**src/rtl/counter_ctrl_pkg.sv**
```systemverilog
// Shared encodings for the counter sequencer and its datapath.
package counter_ctrl_pkg;

    typedef enum logic [1:0] {
        ST_IDLE  = 2'b00,
        ST_RUN   = 2'b01,
        ST_PAUSE = 2'b10,
        ST_DONE  = 2'b11
    } state_t;

    localparam logic DIR_UP   = 1'b1;
    localparam logic DIR_DOWN = 1'b0;

endpackage

```
**src/rtl/counter_core.sv**
```systemverilog
// Loadable up/down counter; load wins over enable, wraps modulo 2^WIDTH.
module counter_core
    import counter_ctrl_pkg::*;
#(
    parameter int WIDTH = 4
) (
    input  logic             clk,
    input  logic             reset,
    input  logic             en,
    input  logic             load,
    input  logic             dir,
    input  logic [WIDTH-1:0] d,
    output logic [WIDTH-1:0] q
);

    always_ff @(posedge clk) begin
        if (reset)
            q <= '0;
        else if (load)
            q <= d;
        else if (en)
            q <= (dir == DIR_UP) ? q + WIDTH'(1) : q - WIDTH'(1);
    end

endmodule

```
**src/rtl/counter_seq_ctrl.sv**
```systemverilog
// Run sequencer: FSM, prescaler and run-parameter capture driving counter_core.
module counter_seq_ctrl
    import counter_ctrl_pkg::*;
#(
    parameter int WIDTH    = 4,
    parameter int PRESCALE = 1
) (
    input  logic             clk,
    input  logic             reset,
    input  logic             start,
    input  logic             stop,
    input  logic             dir,
    input  logic             auto_reload,
    input  logic [WIDTH-1:0] load_val,
    input  logic [WIDTH-1:0] limit,
    output logic [WIDTH-1:0] y,
    output logic             busy,
    output logic             done,
    output logic [1:0]       state_o
);

    localparam int PW = (PRESCALE > 1) ? $clog2(PRESCALE) : 1;

    state_t            state, state_n;
    logic [PW-1:0]     pre, pre_n;
    logic              dir_q, ar_q;
    logic [WIDTH-1:0]  load_q, limit_q;
    logic              done_n, capture, cnt_en, cnt_ld, tick;
    logic [WIDTH-1:0]  cnt_d;

    assign tick  = (pre == PW'(PRESCALE - 1));
    assign cnt_d = capture ? load_val : load_q;

    always_comb begin
        state_n = state;
        pre_n   = pre;
        done_n  = 1'b0;
        capture = 1'b0;
        cnt_en  = 1'b0;
        cnt_ld  = 1'b0;
        case (state)
            ST_IDLE: begin
                if (start) begin
                    capture = 1'b1;
                    cnt_ld  = 1'b1;
                    pre_n   = '0;
                    state_n = ST_RUN;
                end
            end
            ST_RUN: begin
                // stop freezes the prescaler too, so resume keeps the step phase
                if (stop) begin
                    state_n = ST_PAUSE;
                end else begin
                    pre_n = tick ? '0 : pre + PW'(1);
                    if (tick) begin
                        if (y == limit_q) begin
                            done_n = 1'b1;
                            if (ar_q) cnt_ld  = 1'b1;
                            else      state_n = ST_DONE;
                        end else begin
                            cnt_en = 1'b1;
                        end
                    end
                end
            end
            ST_PAUSE: begin
                if (start && !stop) state_n = ST_RUN;
            end
            ST_DONE: begin
                if (stop) begin
                    state_n = ST_IDLE;
                end else if (start) begin
                    capture = 1'b1;
                    cnt_ld  = 1'b1;
                    pre_n   = '0;
                    state_n = ST_RUN;
                end
            end
            default: state_n = ST_IDLE;
        endcase
    end

    always_ff @(posedge clk) begin
        if (reset) begin
            state   <= ST_IDLE;
            pre     <= '0;
            dir_q   <= 1'b0;
            ar_q    <= 1'b0;
            load_q  <= '0;
            limit_q <= '0;
            done    <= 1'b0;
            busy    <= 1'b0;
        end else begin
            state <= state_n;
            pre   <= pre_n;
            done  <= done_n;
            busy  <= (state_n == ST_RUN) || (state_n == ST_PAUSE);
            if (capture) begin
                dir_q   <= dir;
                ar_q    <= auto_reload;
                load_q  <= load_val;
                limit_q <= limit;
            end
        end
    end

    assign state_o = state;

    counter_core #(.WIDTH(WIDTH)) u_core (
        .clk   (clk),
        .reset (reset),
        .en    (cnt_en),
        .load  (cnt_ld),
        .dir   (dir_q),
        .d     (cnt_d),
        .q     (y)
    );

endmodule

```
**config.mk**
```make
export PLATFORM = sky130hd
export DESIGN_NAME = counter_seq_ctrl
export DESIGN_NICKNAME = d
export VERILOG_FILES = /design/src/rtl/counter_ctrl_pkg.sv /design/src/rtl/counter_core.sv /design/src/rtl/counter_seq_ctrl.sv
export SDC_FILE = /design/constraint.sdc
export NUM_CORES = 1
export LEC_CHECK = 0
export CAP_MARGIN = 20
export CORE_ASPECT_RATIO = 1.1
export CORE_MARGIN = 2
export CORE_UTILIZATION = 49
export DETAILED_ROUTE_END_ITERATION = 16
export PLACE_DENSITY = 0.78
export SKIP_LAST_GASP = 1
export SYNTH_ARGS = -nofsm -noshare
export SYNTH_HDL_FRONTEND = slang
export SYNTH_HIERARCHICAL = 1
export SYNTH_SLANG_ARGS = --single-unit
```
**constraint.sdc**
```tcl
create_clock -name clk -period 2.4 [get_ports clk]
set_input_delay 0.48 -clock clk [delete_from_list [all_inputs] [get_ports clk]]
set_output_delay 0.48 -clock clk [all_outputs]
set_load 0.05 [all_outputs]
```
== After elaboration in Yosys (flattened, before gate mapping) ==
Cells that the tools add are included.
Word-level totals
  bits in registers: 19
  output and inout bits: 8
  word-level logic and storage cells: 59
Cells by class
  add/subtract/negate cells: 3
  eq/ne operators: 8
  mux-type cells: 30
  bitwise operators: 1
  reduce and logical (&&, ||, !) cells: 8
Operators with widths (count)
  $mux W4: 4
  $mux W1: 15
  $mux W2: 7
  $pmux W2 S4: 1
  $eq A2 B2 Y1 const B: 3
  $pmux W1 S3: 2
  $add A4 B1 Y4 const B: 1
  $eq A2 B1 Y1 const B: 2
  $eq A4 B4 Y1: 1
  $ne A2 B2 Y1 const B: 2
  $reduce_or A4 Y1: 1
  $sub A4 B1 Y4 const B: 1
  $reduce_and A3 Y1: 1
  $reduce_bool A3 Y1: 1
  $logic_not A2 Y1: 1
  $pmux W1 S2: 1
  $reduce_bool A2 Y1: 1
  $add A1 B1 Y1 const B: 1
  $logic_and A1 B1 Y1: 1
  $logic_not A1 Y1: 1
  $logic_or A1 B1 Y1: 1
  $not A1 Y1: 1

== Logic depth before layout (Yosys ltp) ==
Gate-level depths: netlist (run 1).
  depth after elaboration: 7
  depth in mapped cells: 10
  gate-level depth less buffers: 9

== By module ==
The synthesis (run 1) kept the hierarchy.
Modules (own cells, without submodules)
  counter_seq_ctrl: times used 1, cells each 75, area an instance 758.2 um^2, seq. area each 280.3 um^2
  counter_core: times used 1, cells each 30, area an instance 295.3 um^2, seq. area each 80.1 um^2

== Least setup slack after synthesis (run 1) ==
OpenSTA, ideal clock, no wires.
  path kind: reg-to-reg
  from: register state[1] (netlist: state_o[1])
  to: register u_core.q[3]
  setup time: 123 ps
  arrival time: 2259 ps
  required time: 2277 ps
  path slack: 18 ps
  stages on the path, launching flop included: 10
  period minus slack after synthesis: 2382 ps
  path through: dfxtp_1 ha_1 nor2b_2 o21ai_1 or2_1 buf_6 mux2_4 nand2_1 a21oi_1 a311o_2
On the way
  longest elaborated chain between the ends: 4
  elaborated cells between the ends (all ways): 9
  classes of those cells: 2 x eq/ne; 5 x mux; 2 x reduce/logical
RTL lines
  start, declared: line counter_seq_ctrl.sv:24  | state_t state, state_n;
  start signal, assigned: line counter_seq_ctrl.sv:95  | state <= state_n;
  $eq A2 B2 Y1 / $logic_not A2 Y1 (equally long branches): line counter_seq_ctrl.sv:41  | case (state)
  $pmux W1 S2 (*): line counter_seq_ctrl.sv:41
  $mux W4 (*)
  net cnt_d[3]: line counter_seq_ctrl.sv:29  | logic [WIDTH-1:0] cnt_d;
  $mux W4 (*): line counter_core.sv:19  | else if (load)
  end signal, assigned: line counter_core.sv:22  | q <= (dir == DIR_UP) ? q + WIDTH'(1) : q - WIDTH'(1);
  end, declared: line counter_core.sv:13  | output logic [WIDTH-1:0] q
Mark *: on every way through the listed nets, which the timed path passes. The rest lies on a longest branch.
A chain may end at the register's enable or synchronous reset.

== Final worst setup path (run 1) ==
  from: register u_core.q[0]
  to: output port y[0]
RTL lines
  end, declared: line counter_seq_ctrl.sv:16  | output logic [WIDTH-1:0] y,
No word-level cell between the ends.

==> parameters.txt, run 1 <==
Parameter                              Value

Outcome
  Outcome    finished, final reports clean

GRT
  GRT Residual Overflow    0
  Number of antenna violations at the first check in global routing    0
  Global Route Usage Sum    21.3%
  Wire length of the first global-routing pass    3690 µm
  Largest net degree at the start of global routing    11
  Number of global-route vias before repair    838

Clocking
  CTS tree    yes
  CTS H-tree lvls    1
  Clk_lat worst skew    0.30 ns
  Count of hold-fix buffers inserted at cts    0
  Num CTS Buffers    3
  Post-cts gate resize count    0
  Post-CTS Setup Inserts    0
  Master cell of the clock root buffer    sky130_fd_sc_hd__clkbuf_4
  CTS sink cnt    18
  Reg clk slew, reported paths    ~0.11 ns
  Worst-case clock buffer depth    2

Timing
  Worst Tran Pin Value    just under 0.5 ns
  Setup repair after global routing missed its margin    false
  Final Max Tran Viols    0
  Final period util    between 80 and 90%
  Number of endpoints failing setup at the final stage    0
  Worst hold-check slack    0.526 ns
  Minimum period implied by the final worst setup slack    2.11 ns
  Peak clock frequency supported by timing    475 MHz
  Fin Setup TNS    0 ns
  Rel. slew slack    67.0%
  Endpoints failing hold    0
  Clock tree skew after final layout    ~0.006 ns

Die
  Initial Util    between 50% and 60%
  Area enclosed by the die boundary    2540 µm²
  Height of the die    52.6 µm
  Rows    17
  I/O pins    22
  Placeable core area    2020 µm²
  Die X    48.2 µm

Routing
  Number of detailed-routing iterations run before antenna repair    4
  Wire length per cell after detailed routing    about 14 µm
  Drt initial violations    9
  # DRC    0
  Remaining number of nets flagged by the antenna check after routing    0
  Ratio of routed vias to standard cells    about 5.2
  Wirelength, routed    2240 µm
  Count of vias placed by the detailed router    842

Pwr
  Pwr per Cell Area    668 nW/µm²
  Total Power    between 0.9 and 1 mW
  Worst-case vdd ir drop    between 0.4 and 0.5 mV
  Reported leakage power    0.577 nW

Synth
  Post-synthesis async set-or-reset flop share    0%
  Sequential cell area fraction in the yosys report    34.2%
  Cell variety after synth    36
  Flip-flop cell with the highest count after synthesis    sky130_fd_sc_hd__dfxtp_1
  Post-Synthesis Net Count    127
  Synth Cell Area    1050 µm²
  Post-synthesis cell count    105
  Number of storage elements in the synthesis netlist    18
  Count of flip-flops with a built-in enable after synthesis    0
  Number of warning messages in the yosys log    6
  Avg Synthesized Cell Area    10.0 µm²

Placement
  Count of input and output buffers    21
  Placer Congestion    0.846
  HPWL reported at the end of detailed placement    1720 µm
  Number of placed cells counting well taps    between 150 and 200

Setup path
  Highest fanout seen on the critical path    4
  Family of cells with the greatest summed delay on the critical path    buffers and inverters
  Crit path kind    reg2out
  Kind of start point of the critical path    flop
  Reg-to-Reg End    u_core/q[3]$_SDFFE_PP0P_
  RR Startpoint    u_core/q[1]$_SDFFE_PP0P_
  CP endpoint kind    output port
  Critical path's largest stage delay    0.80 ns
  Data required, critical path    1.92 ns
  Worst-case register-to-register setup slack    0.31 ns
  CP cell instances    buf_4 > clkdlybuf4s50_1
  Slowest stage cell on the critical path    sky130_fd_sc_hd__clkdlybuf4s50_1
  Crit path buf inv count    2
  Worst Path Arrival    1.63 ns
  Length in cells of the worst reg-to-reg path    8

Finish
  Diodes inserted    0
  Total Nets Final    157
  Layout cell share with drive strength beyond 1    17.9%
  Non-Filler Instances    162
  Synth-to-layout area growth    29.2%

Worst hold path
  Hold-critical path endpoint    limit_q[2]$_SDFFE_PP0N_
  Path class of the lowest-slack min-delay path    reg2reg
  Worst hold start    limit_q[2]$_SDFFE_PP0N_
  Depth of the worst hold-timing path    2

Run
  Max-capacitance violation count    0
[power by group]
part | leakage (nW) | internal [mW] | switching [mW]
clock | 0.0210 | 0.0926 | 0.0955
combinational | 0.408 | 0.172 | 0.190
sequential | 0.147 | 0.331 | 0.0282
[metal layers]
| layer | up-vias | track usage (%) | wire (µm) |
|---|---|---|---|
| met2 | 19 | 36.2 | 1150 |
| li1 | 420 | - | - |
| met4 | 0 | 13.5 | 74 |
| met1 | 395 | 23.4 | 957 |
| met3 | 8 | 3.10 | 58 |
| met5 | - | 0 | 0 |
[layout make-up]
| type | instances | area (µm²) |
|---|---|---|
| clock buffers | 4 | 36.3 |
| flip-flops and latches | 18 | 360 |
| fillers | 176 | 659 |
| inverters | 6 | 22.5 |
| well taps | 28 | 35.0 |
| multi-input cells | 78 | 644 |
| repair buffers | 28 | 263 |
[synthesized netlist by cell type (2+ instances only)]
cell	instances	area, µm²
sky130_fd_sc_hd__a21oi_1	4	20.0
sky130_fd_sc_hd__buf_6	2	22.5
sky130_fd_sc_hd__dfxtp_1	18	360
sky130_fd_sc_hd__ha_1	7	87.6
sky130_fd_sc_hd__inv_1	6	22.5
sky130_fd_sc_hd__mux2_4	4	60.1
sky130_fd_sc_hd__mux2i_1	9	90.1
sky130_fd_sc_hd__nand2_1	4	15.0
sky130_fd_sc_hd__nor2_1	13	48.8
sky130_fd_sc_hd__nor2b_4	4	55.1
sky130_fd_sc_hd__nor3_1	2	10.0
sky130_fd_sc_hd__o21ai_0	2	10.0
sky130_fd_sc_hd__o32ai_1	2	17.5
sky130_fd_sc_hd__xnor2_1	6	52.6
[layout by cell type, fill, tap and decap left out, types with 2 or more instances in the layout]
master and count:
sky130_fd_sc_hd__dfxtp_1 18, sky130_fd_sc_hd__inv_1 6, sky130_fd_sc_hd__xnor2_1 6, sky130_fd_sc_hd__o21ai_0 2, sky130_fd_sc_hd__a21oi_1 4, sky130_fd_sc_hd__clkdlybuf4s50_1 21, sky130_fd_sc_hd__buf_4 7, sky130_fd_sc_hd__o32ai_1 2
sky130_fd_sc_hd__nand2_1 4, sky130_fd_sc_hd__mux2i_1 9, sky130_fd_sc_hd__mux2_4 4, sky130_fd_sc_hd__nor2_1 13, sky130_fd_sc_hd__clkbuf_4 3, sky130_fd_sc_hd__ha_1 7, sky130_fd_sc_hd__nor3_1 2, sky130_fd_sc_hd__nor2b_4 4
[how the worst max path moves through the flow]
stage / end / cells after the start / slack [ns] / startpoint
2_1_floorplan: u_core/q[3]$_SDFFE_PP0P_ / 9 / 0.02 / state_o[1]$_SDFF_PP0_
3_3_place_gp: u_core/q[3]$_SDFFE_PP0P_ / 9 / 0.10 / stop
3_5_place_dp: u_core/q[3]$_SDFFE_PP0P_ / 9 / 0.02 / stop
4_1_cts: y[0] / 2 / 0.27 / u_core/q[0]$_SDFFE_PP0P_
5_1_grt: u_core/q[3]$_SDFFE_PP0P_ / 8 / 0.20 / u_core/q[1]$_SDFFE_PP0P_
6_report: y[0] / 2 / 0.29 / u_core/q[0]$_SDFFE_PP0P_
[state kept, by name, indices dropped and copies added (netlist names)]
| signal | cells |
|---|---|
| load_q | 4 |
| u_core/q | 4 |
| busy | 1 |
| ar_q | 1 |
| dir_q | 1 |
| state_o | 2 |
| limit_q | 4 |
| done | 1 |
[worst reg2reg max path: stages (launching register included)]
cell and delay [ns]:
sky130_fd_sc_hd__dfxtp_1 0.45, sky130_fd_sc_hd__xnor2_1 0.15, sky130_fd_sc_hd__nand4_1 0.22, sky130_fd_sc_hd__nor2_1 0.15, sky130_fd_sc_hd__nand2_1 0.06, sky130_fd_sc_hd__a21oi_1 0.27, sky130_fd_sc_hd__nand2b_1 0.20, sky130_fd_sc_hd__nor3b_1 0.07
sky130_fd_sc_hd__a311o_2 0.41
[cell families (layout without fill, tap and decap cells)]
logic type	after synthesis	count (layout)	synth area share, %
compound gates	14	14	9.98
xor+xnor	7	7	5.82
fa+ha+maj	8	8	10.2
buf+inv	9	38	4.63
flops	18	18	34.2
mux	14	14	15.3
simple gates	35	35	19.8
[through the flow]
stage / utilization (%) / setup WS, ns / area (µm²)
finish: 67.4 / 0.294 / 1360
global route: 67.4 / 0.200 / 1360
CTS: 67.4 / 0.270 / 1360
detailed placement: 65.6 / 0.0219 / 1330
global placement: 65.6 / 0.101 / 1330
floorplan: - / 0.0179 / 1050
Power figures use the tool's default switching activity.
==> run 2, diff against run 1 <==
PLACE_DENSITY = 0.75   (was 0.78)
==> parameters.txt, run 2 (synthesized netlist as in run 1, its figures left out) <==
Parameter                              Value

Setup path
  Number of logic stages on the critical path including buffering    8 (was 2)
  Crit path buf inv count    0 (was 2)
  Data required, critical path    2.56 ns (was 1.92 ns)
  RR Startpoint    u_core/q[0]$_SDFFE_PP0P_ (was u_core/q[1]$_SDFFE_PP0P_)
  Worst-case register-to-register setup slack    0.29 ns (was 0.31 ns)
  Slowest stage cell on the critical path    sky130_fd_sc_hd__dfxtp_1 (was sky130_fd_sc_hd__clkdlybuf4s50_1)
  Critical path's largest stage delay    0.48 ns (was 0.80 ns)
  CP endpoint kind    flop (was output port)
  Reg-to-Reg End    u_core/q[3]$_SDFFE_PP0P_ (unchanged)
  Crit path kind    reg2reg (was reg2out)
  Highest fanout seen on the critical path    5 (was 4)
  Family of cells with the greatest summed delay on the critical path    simple AND/OR/NAND/NOR gates (was buffers and inverters)
  Kind of start point of the critical path    flop (unchanged)
  CP cell instances    xnor2_1 > nand4_1 > nor2_1 > nand2_1 > a21oi_1 > nand2b_1 > nor3b_1 > a311o_2 (was buf_4 > clkdlybuf4s50_1)
  Worst Path Arrival    2.27 ns (was 1.63 ns)
  Length in cells of the worst reg-to-reg path    8 (unchanged)

Timing
  Number of endpoints failing setup at the final stage    0 (unchanged)
  Setup repair after global routing missed its margin    false (unchanged)
  Peak clock frequency supported by timing    475 MHz (about the same)
  Fin Setup TNS    0 ns (unchanged)
  Worst Tran Pin Value    0.497 ns (was 0.493 ns)
  Worst hold-check slack    0.529 ns (was 0.526 ns)
  Clock tree skew after final layout    0.00327 ns (was 0.00617 ns)
  Rel. slew slack    66.8% (was 67.0%)
  Final Max Tran Viols    0 (unchanged)
  Minimum period implied by the final worst setup slack    2.11 ns (about the same)
  Worst Slack Setup Final    0.295 ns (was 0.294 ns)
  Endpoints failing hold    0 (unchanged)
  Final period util    87.7% (about the same)

Finish
  Largest registers    limit_q (4), load_q (4), u_core/q (4) (unchanged)
  Layout cell share with drive strength beyond 1    16.0% (was 17.9%)
  Final core occ    65.9% (was 67.4%)
  Synth-to-layout area growth    26.5% (was 29.2%)
  Non-Filler Instances    159 (was 162)
  Most frequent cells in the layout    21 x sky130_fd_sc_hd__clkdlybuf4s50_1, 18 x sky130_fd_sc_hd__dfxtp_1, 13 x sky130_fd_sc_hd__nor2_1 (unchanged)
  Total Nets Final    155 (was 157)
  Most frequent standard cell in the layout excluding fill and tap cells    sky130_fd_sc_hd__clkdlybuf4s50_1 (unchanged)
  Diodes inserted    0 (unchanged)
  Filler cell count    177 (was 176)
  Post-route cell area    1330 µm² (was 1360 µm²)

Routing
  Drt initial violations    5 (was 9)
  Count of vias placed by the detailed router    814 (was 842)
  Wire length per cell after detailed routing    12.0 µm (was 13.8 µm)
  Wirelength, routed    1910 µm (was 2240 µm)
  # DRC    0 (unchanged)
  Remaining number of nets flagged by the antenna check after routing    0 (unchanged)
  Number of detailed-routing iterations run before antenna repair    4 (unchanged)
  Ratio of routed vias to standard cells    5.12 (was 5.20)

Die
  Die X    48.2 µm (unchanged)
  I/O pins    22 (unchanged)
  Placeable core area    2020 µm² (unchanged)
  Initial Util    52.1% (unchanged)
  Rows    17 (unchanged)
  Height of the die    52.6 µm (unchanged)
  Area enclosed by the die boundary    2540 µm² (unchanged)

Placement
  Area after DPL    1310 µm² (was 1330 µm²)
  HPWL reported at the end of detailed placement    1600 µm (was 1720 µm)
  Worst slack, placed    0.0409 ns (was 0.0219 ns)
  Number of placed cells counting well taps    156 (was 158)
  Count of input and output buffers    21 (unchanged)
  Placer Congestion    0.856 (was 0.846)

Clocking
  Num CTS Buffers    3 (unchanged)
  Reg clk slew, reported paths    0.09 ns (was 0.11 ns)
  CTS sink cnt    18 (unchanged)
  CTS H-tree lvls    1 (unchanged)
  Master cell of the clock root buffer    sky130_fd_sc_hd__clkbuf_4 (unchanged)
  Count of hold-fix buffers inserted at cts    0 (unchanged)
  Post-cts gate resize count    0 (unchanged)
  CTS tree    yes (unchanged)
  Worst-case clock buffer depth    2 (unchanged)
  Post-CTS Setup Inserts    0 (unchanged)
  Clk_lat worst skew    0.27 ns (was 0.30 ns)

Worst hold path
  Path class of the lowest-slack min-delay path    reg2reg (unchanged)
  Depth of the worst hold-timing path    2 (unchanged)
  Worst hold start    limit_q[0]$_SDFFE_PP0N_ (was limit_q[2]$_SDFFE_PP0N_)
  Hold-critical path endpoint    limit_q[0]$_SDFFE_PP0N_ (was limit_q[2]$_SDFFE_PP0N_)

GRT
  GRT Residual Overflow    0 (unchanged)
  Largest net degree at the start of global routing    11 (unchanged)
  Number of antenna violations at the first check in global routing    0 (unchanged)
  Number of global-route vias before repair    871 (was 838)
  Wire length of the first global-routing pass    3440 µm (was 3690 µm)
  Global Route Usage Sum    18.8% (was 21.3%)

Outcome
  Outcome    finished, final reports clean (unchanged)

Pwr
  Logic gate share of total power    41.2% (was 39.8%)
  Net switching share of the total power    34.3% (was 34.5%)
  Reported leakage power    0.559 nW (was 0.577 nW)
  Total Power    0.844 mW (was 0.909 mW)
  Pwr per Cell Area    634 nW/µm² (was 668 nW/µm²)
  Internal power    0.554 mW (was 0.596 mW)
  Clock power share    16.1% (was 20.7%)
  Switching power    0.290 mW (was 0.313 mW)
  Worst-case vdd ir drop    0.408 mV (was 0.457 mV)
  Reg power frac    42.7% (was 39.5%)

Run
  Max-capacitance violation count    0 (unchanged)
==> run 2: final cells by class <==
class / instances / area (µm²) / area share, %
sequential: 18 / 360 / 27.0
tap: 28 / 35.0 / 2.63
inverter: 6 / 22.5 / 1.69
multi-input combinational: 78 / 644 / 48.4
clock buffer: 3 / 22.5 / 1.69
timing repair buffer: 26 / 248 / 18.6
==> run 2: per-layer routing <==
layer	GRT usage (%)	vias to the layer above	wire length, µm
met4	6.31	0	14
met2	33.3	12	970
li1	-	416	-
met3	4.48	2	58
met5	0	-	0
met1	20.8	384	868
==> run 2: worst max-delay path by stage <==
stage	slack (ns)	start	end
global route	0.15	u_core/q[0]$_SDFFE_PP0P_	u_core/q[3]$_SDFFE_PP0P_
finish	0.29	u_core/q[0]$_SDFFE_PP0P_	u_core/q[3]$_SDFFE_PP0P_
detailed placement	0.04	stop	u_core/q[3]$_SDFFE_PP0P_
CTS	0.27	u_core/q[0]$_SDFFE_PP0P_	u_core/q[3]$_SDFFE_PP0P_
global placement	0.1	stop	u_core/q[3]$_SDFFE_PP0P_
floorplan	0.02	state_o[1]$_SDFF_PP0_	u_core/q[3]$_SDFFE_PP0P_
==> run 2: power by group through the flow <==
stage          Sequential (mW)  Combinational (mW)  Clock (mW)
6_report                 0.360               0.348       0.136
5_1_grt                  0.365               0.382       0.155
4_1_cts                  0.361               0.350       0.141
3_5_place_dp             0.368               0.349           0
3_3_place_gp             0.366               0.341           0
2_1_floorplan            0.416               0.204           0
==> run 2: tightest hold or removal path, cell delays in order (launching register included) <==
cell	delay, ns
sky130_fd_sc_hd__dfxtp_1	0.35
sky130_fd_sc_hd__mux2i_1	0.07
sky130_fd_sc_hd__nor2_1	0.07
